[src/rtl/parity_check_sequencer.sv]
// parity_check_sequencer
// Checks even parity on parallel words by folding them one bit per cycle
// through a single serial XOR stage.
// Flow: accept a word (data + parity bit), fold DATA_W bits, then present a
// pass/fail result.
// Optional feature macro: ERR_CNT_EN.
//   Defined   - builds a saturating counter of errored results.
//   Undefined - err_cnt is tied to 0 and cnt_clr is ignored.
//
// Handshake rule (both ports): a transfer happens on a rising clk edge where
// valid && ready are both 1. The valid side holds its payload stable until
// that edge, and valid never depends combinationally on ready.
`timescale 1ns/1ps

module parity_check_sequencer #(
    parameter int DATA_W = 3,
    parameter int CNT_W  = 8
) (
    input  logic              clk,
    input  logic              rst,
    input  logic              in_valid,
    output logic              in_ready,
    input  logic [DATA_W-1:0] in_data,
    input  logic              in_pb,
    output logic              out_valid,
    input  logic              out_ready,
    output logic              out_err,
    output logic              busy,
    input  logic              cnt_clr,
    output logic [CNT_W-1:0]  err_cnt
);

    localparam int IDX_W = $clog2(DATA_W + 1);
    localparam logic [IDX_W-1:0] LAST_IDX = IDX_W'(DATA_W - 1);

    typedef enum logic [1:0] {
        IDLE  = 2'd0,
        SHIFT = 2'd1,
        DONE  = 2'd2
    } state_t;

    state_t            state;
    state_t            state_next;
    logic              load;
    logic              fold;
    logic              finish;
    logic              out_fire;
    logic [DATA_W-1:0] data;
    logic              acc;
    logic [IDX_W-1:0]  idx;
    logic              bit_sel;

    // State register
    always_ff @(posedge clk) begin
        if (rst) begin
            state <= IDLE;
        end else begin
            state <= state_next;
        end
    end

    // Next-state logic and the single-cycle control strobes for the datapath
    always_comb begin
        state_next = state;
        load       = 1'b0;
        fold       = 1'b0;
        finish     = 1'b0;
        out_fire   = 1'b0;
        case (state)
            IDLE: begin
                if (in_valid) begin
                    load       = 1'b1;
                    state_next = SHIFT;
                end
            end
            SHIFT: begin
                fold = 1'b1;
                if (idx == LAST_IDX) begin
                    finish     = 1'b1;
                    state_next = DONE;
                end
            end
            DONE: begin
                // out_valid is high throughout DONE, so ready alone completes it
                if (out_ready) begin
                    out_fire   = 1'b1;
                    state_next = IDLE;
                end
            end
            default: state_next = IDLE;
        endcase
    end

    assign in_ready = (state == IDLE);
    assign busy     = (state != IDLE);

    // Serial checker input: the data bit selected by idx
    always_comb begin
        bit_sel = 1'b0;
        for (int i = 0; i < DATA_W; i++) begin
            if (idx == IDX_W'(i)) begin
                bit_sel = data[i];
            end
        end
    end

    // Datapath: latch word, fold one bit per cycle, register the result
    always_ff @(posedge clk) begin
        if (rst) begin
            data      <= '0;
            acc       <= 1'b0;
            idx       <= '0;
            out_valid <= 1'b0;
            out_err   <= 1'b0;
        end else begin
            if (load) begin
                data <= in_data;
                acc  <= in_pb;
                idx  <= '0;
            end
            if (fold) begin
                acc <= acc ^ bit_sel;
                // idx parks on the last bit rather than stepping past it
                if (!finish) begin
                    idx <= idx + IDX_W'(1);
                end
            end
            if (finish) begin
                out_valid <= 1'b1;
                out_err   <= acc ^ bit_sel;
            end
            if (out_fire) begin
                out_valid <= 1'b0;
                out_err   <= 1'b0;
            end
        end
    end

`ifdef ERR_CNT_EN
    logic [CNT_W-1:0] cnt;

    // Saturating count of errored results; a clear beats a same-edge increment
    always_ff @(posedge clk) begin
        if (rst) begin
            cnt <= '0;
        end else if (cnt_clr) begin
            cnt <= '0;
        end else if (out_fire && out_err && (cnt != {CNT_W{1'b1}})) begin
            cnt <= cnt + CNT_W'(1);
        end
    end

    assign err_cnt = cnt;
`else
    logic unused_cnt_clr;

    assign unused_cnt_clr = cnt_clr;
    assign err_cnt        = '0;
`endif

endmodule

[config.mk]
export PLATFORM = sky130hd
export DESIGN_NAME = parity_check_sequencer
export DESIGN_NICKNAME = d
export VERILOG_FILES = /design/src/rtl/parity_check_sequencer.sv
export SDC_FILE = /design/constraint.sdc
export NUM_CORES = 1
export LEC_CHECK = 0
export ABC_AREA = 1
export BUFFER_PORTS_ARGS = -buffer_cell sky130_fd_sc_hd__buf_2
export CAP_MARGIN = 0
export CORE_MARGIN = 2
export CORE_UTILIZATION = 30
export DETAILED_ROUTE_END_ITERATION = 8
export SLEW_MARGIN = 20
export SYNTH_ARGS = -nofsm -noshare
export SYNTH_HDL_FRONTEND = slang
export SYNTH_SLANG_ARGS = --single-unit
[constraint.sdc]
create_clock -name clk -period 1.3 [get_ports clk]
set_clock_uncertainty 0.1 [all_clocks]
set_input_delay 0.13 -clock clk [delete_from_list [all_inputs] [get_ports clk]]
set_output_delay 0.13 -clock clk [all_outputs]
set_load 0.03 [all_outputs]
### Word-level counts from Yosys, hierarchy flattened

Cells that the tools add are included.

| storage, ports and cells | value |
|---|---|
| output and inout port bits | 12 |
| logic and storage cells | 40 |
| register bits | 10 |
| input bits | 9 |

| cells by class | value |
|---|---|
| reductions and logical operators | 6 |
| bitwise operators | 1 |
| multiplexer cells | 19 |
| equality and inequality tests | 7 |
| add/sub/neg operators | 1 |

Operators with widths:

| kind | count |
|---|---|
| $mux W1 | 12 |
| $mux W2 | 6 |
| $ne A2 B2 Y1 const B | 3 |
| $pmux W2 S3 | 1 |
| $eq A2 B1 Y1 const B | 2 |
| $eq A2 B2 Y1 const B | 2 |
| $logic_not A2 Y1 | 2 |
| $reduce_bool A2 Y1 | 2 |
| $reduce_and A3 Y1 | 1 |
| $add A2 B1 Y2 const B | 1 |
| $reduce_or A2 Y1 | 1 |
| $xor A1 B1 Y1 | 1 |

### Longest topological paths before layout

| logic depth | value |
|---|---|
| depth after elaboration | 6 |
| mapped depth | 10 |
| mapped depth without buffers | 10 |

### Worst setup path before layout

No wires, ideal clock.

| timing path | value |
|---|---|
| path kind | reg2reg |
| from | reg idx[0] |
| to | reg out_err |
| cell stages (with the launch flop) | 8 |
| buffers on the path | 0 |
| setup slack | 0.030 ns |
| data arrival time | 1.062 ns |
| path through | dfxtp_1 -> inv_1 -> ha_1 -> inv_2 -> nor2_2 -> or2_1 -> nand3_2 -> inv_2 |

| between the ends | value |
|---|---|
| cells in the longest elaborated chain, start to end | 5 |
| elaborated cells on any way between the ends | 9 |

RTL lines:

| what | line | source |
|---|---|---|
| start: declaration | 50 | `logic [IDX_W-1:0] idx;` |
| start signal: assignment | 125 | `idx <= idx + IDX_W'(1);` |
| $logic_not A2 Y1 | 101 | `if (idx == IDX_W'(i)) begin` |
| $mux W1 (3 in a row) | 101 |  |
| $xor A1 B1 Y1 | 130 | `out_err <= acc ^ bit_sel;` |
| end signal: assignment | 130 |  |
| end: declaration | 27 | `output logic out_err,` |

Several ways; a longest one is shown, not always the timed one.
A chain may end at the register's enable or synchronous reset.

### Final worst setup path

Ends and elaborated chain as after synthesis.

==> reports/results.ini <==
[worst_setup_path]
r2r_start = idx[0]
cpLargestDelayFamily = simple AND/OR/NAND/NOR gates
crit_chain = inv_4, ha_4, nand2_2, nand2_2, nand3_4, nand2_2, nand2_1, nand3_1, nand3_2, inv_2
critPathMaxFanout = 3
path_class = reg2reg
cp_slowest_cell = dfxtp_4
r2r_cells = 10
cpMostUsedCell = nand2_2
cp_slowest_stage_delay_ns = 0.38
r2r-end = out_err
cp-end-kind = register
cp-start-kind = register
cp_data_required_time_ns = 1.36
r2r_setup_slack_ns = 0.04
worst_ep_arrival_time_ns = 1.33
crit_buf_inv = 2

[routing]
drt_iter0_drc = 8
vias = 514
drt-wirelength-per-cell_um = 9.44
viasPerCell = 4.39
drc = 0
firstDrtPassIters = 4
ant_nets = 0
wirelength_um = 1100

[sta]
finalCritPeriodShare = 0.970
drv_slew = 0
rsz0062_at_grt = yes
setup_viol = 0
hold_viol = 0
min_period_ns = 1.26
setup_ws_ns = 0.0389
fmax_ghz = 0.793

[yosys]
ys.warnings.count = 0
seq_area_frac_synth = 0.343
synth_area_per_cell_um2 = 7.59
synth.distinct_cells = 21
synth-seq-cells = 10
syn_area_um2 = 584
syn_inst = 77

[cells_and_area]
multi_input_area_um2 = 364
seq_area_um2 = 208
final_core_util = 0.425
layout.nets = 106
final_common_cell = buf_2
n_antenna_cell = 0
final_cell_mix = 11 x buf_2, 8 x conb_1, 8 x dfxtp_1
layout-drive-gt1-share = 0.435
syn_to_final_growth_pct = 29.6
fill_cells = 194

[power_and_ir_drop]
swShare = 0.333
share_clk_of_total_power = 0.275
leakage_nw = 0.341
comb_power_share = 0.268
power.internal_w = 0.000500
seq_power_share = 0.457
powerDensity_nw_per_um2 = 990
peakVddDrop_mv = 0.570
p_switching_w = 0.000250

[placed_design]
post-place-ws_ns = -0.00976
gp_congestion = 0.727
dpl.hpwl_um = 798
io_buffer_count = 11

[die]
core_area_um2 = 1780
dieHeight_um = 48.1
fp-row-count = 15
die_w_um = 48.1
initial_utilization = 0.328
ios = 21
die-area_um2 = 2320

[global_route]
grt_pass1_vias = 441
grt_start_max_net_pins = 9
grt_overflow = 0
grtUsageTotal = 0.122
grt_pass1_wl_um = 1880
antenna_found_initial = 0

[worst_hold_path]
hp-class = in2reg
hp-start = in_data[2]
hold_end = data[2]
hold_depth = 3

[status]
status = complete, no violations

[clock_tree]
clock_latency_ns = 0.26
post_cts_buffers = 0
cts.clk_slew.worst_paths_ns = 0.06
cts_buffers = 3
cts-root-buf = clkbuf_4
cts_tree = built
cts_buffer_depth = 2
clock_sinks = 10
htree_num_levels = 1

[job]
cap_violations = 0

worst max path at each step:
stage	startpoint	end	slack, ns	depth (start not counted)
after floorplan	idx[0]	out_err	0.03	7
after global placement	idx[0]	out_err	0.005	7
after detailed placement	idx[0]	out_err	-0.01	7
after CTS	idx[0]	out_err	0.02	10
after global routing	idx[0]	out_err	-0.02	10
final	idx[0]	out_err	0.04	10
worst register-to-register path: cells and delay by family, from the launching register on:
kind / cells / cell delay (ns)
adder cells (fa/ha/maj): 1 / 0.15
buffers and inverters: 2 / 0.08
flip-flops: 1 / 0.38
AND/OR/NAND/NOR: 7 / 0.46
power by group through the flow:
stage	Clock (W)	Sequential (W)	Combinational, W
global route	0.000230	0.000345	0.000229
global placement	0	0.000345	0.000168
detailed placement	0	0.000346	0.000170
floorplan	0	0.000345	0.000149
finish	0.000206	0.000343	0.000201
CTS	0.000221	0.000340	0.000174
logic make-up (layout without fill, tap and decap cells):
kind of cell / Yosys count / in the layout / share of synthesized area
fa+ha+maj: 3 / 3 / 0.0642
simple gates: 27 / 27 / 0.244
other cells: 1 / 8 / 0.00642
buf+inv: 22 / 30 / 0.195
compound gates: 14 / 14 / 0.148
flops: 10 / 10 / 0.343
per-layer routing:
layer / GRT usage / wire [µm] / vias up / part of all wire
li1: - / - / 261 / -
met1: 0.148 / 495 / 234 / 0.45
met2: 0.187 / 539 / 17 / 0.49
met3: 0.0222 / 59 / 2 / 0.053
met4: 0.0973 / 9 / 0 / 0.0082
met5: 0 / 0 / - / 0
sequential cells by signal (all words and copies together) (netlist names):
name	cells
out_err	1
acc	1
out_valid	1
data	3
state	2
idx	2
through the flow:
step	instance area [µm²]	setup TNS, ns	std cells	hold WS [ns]	power (W)
4_1_cts	682	0	117	0.0184	0.000735
2_1_floorplan	611	0	84	0.0991	0.000494
3_5_place_dp	644	-0.00976	113	0.226	0.000516
6_report	757	0	117	0.0216	0.000749
5_1_grt	757	-0.0310	117	0.0564	0.000804
3_3_place_gp	644	0	113	0.218	0.000514
synthesized netlist by cell type:
library cell,n,area share
a211oi_1,1,0.013
a21oi_1,4,0.034
buf_4,8,0.10
clkinv_2,1,0.0086
conb_1,1,0.0064
dfxtp_1,10,0.34
ha_1,3,0.064
inv_1,9,0.058
inv_2,4,0.026
nand2_1,8,0.051
nand2_2,1,0.011
nand2_4,1,0.019
nand3_1,5,0.043
nand3_2,2,0.034
nor2_1,5,0.032
nor2_2,3,0.032
o21a_1,3,0.039
o21ai_0,4,0.034
o21ai_2,1,0.015
o31ai_1,1,0.013
or2_1,2,0.021
area by class of cell:
| class | instances | share of cell area |
|---|---|---|
| well taps | 25 | 0.0413 |
| clock buffers | 3 | 0.0298 |
| inverters | 14 | 0.0777 |
| flip-flops and latches | 10 | 0.274 |
| repair buffers | 13 | 0.0959 |
| multi-input cells | 52 | 0.481 |
repair_timing:
item	CTS	global route
setup endpoints to repair	2	3
pin swaps	0	3
gates resized for setup	3	18
endpoints found under the hold margin	2	0
hold buffers	1	0
No activity file was read; power rests on OpenSTA's default activity.
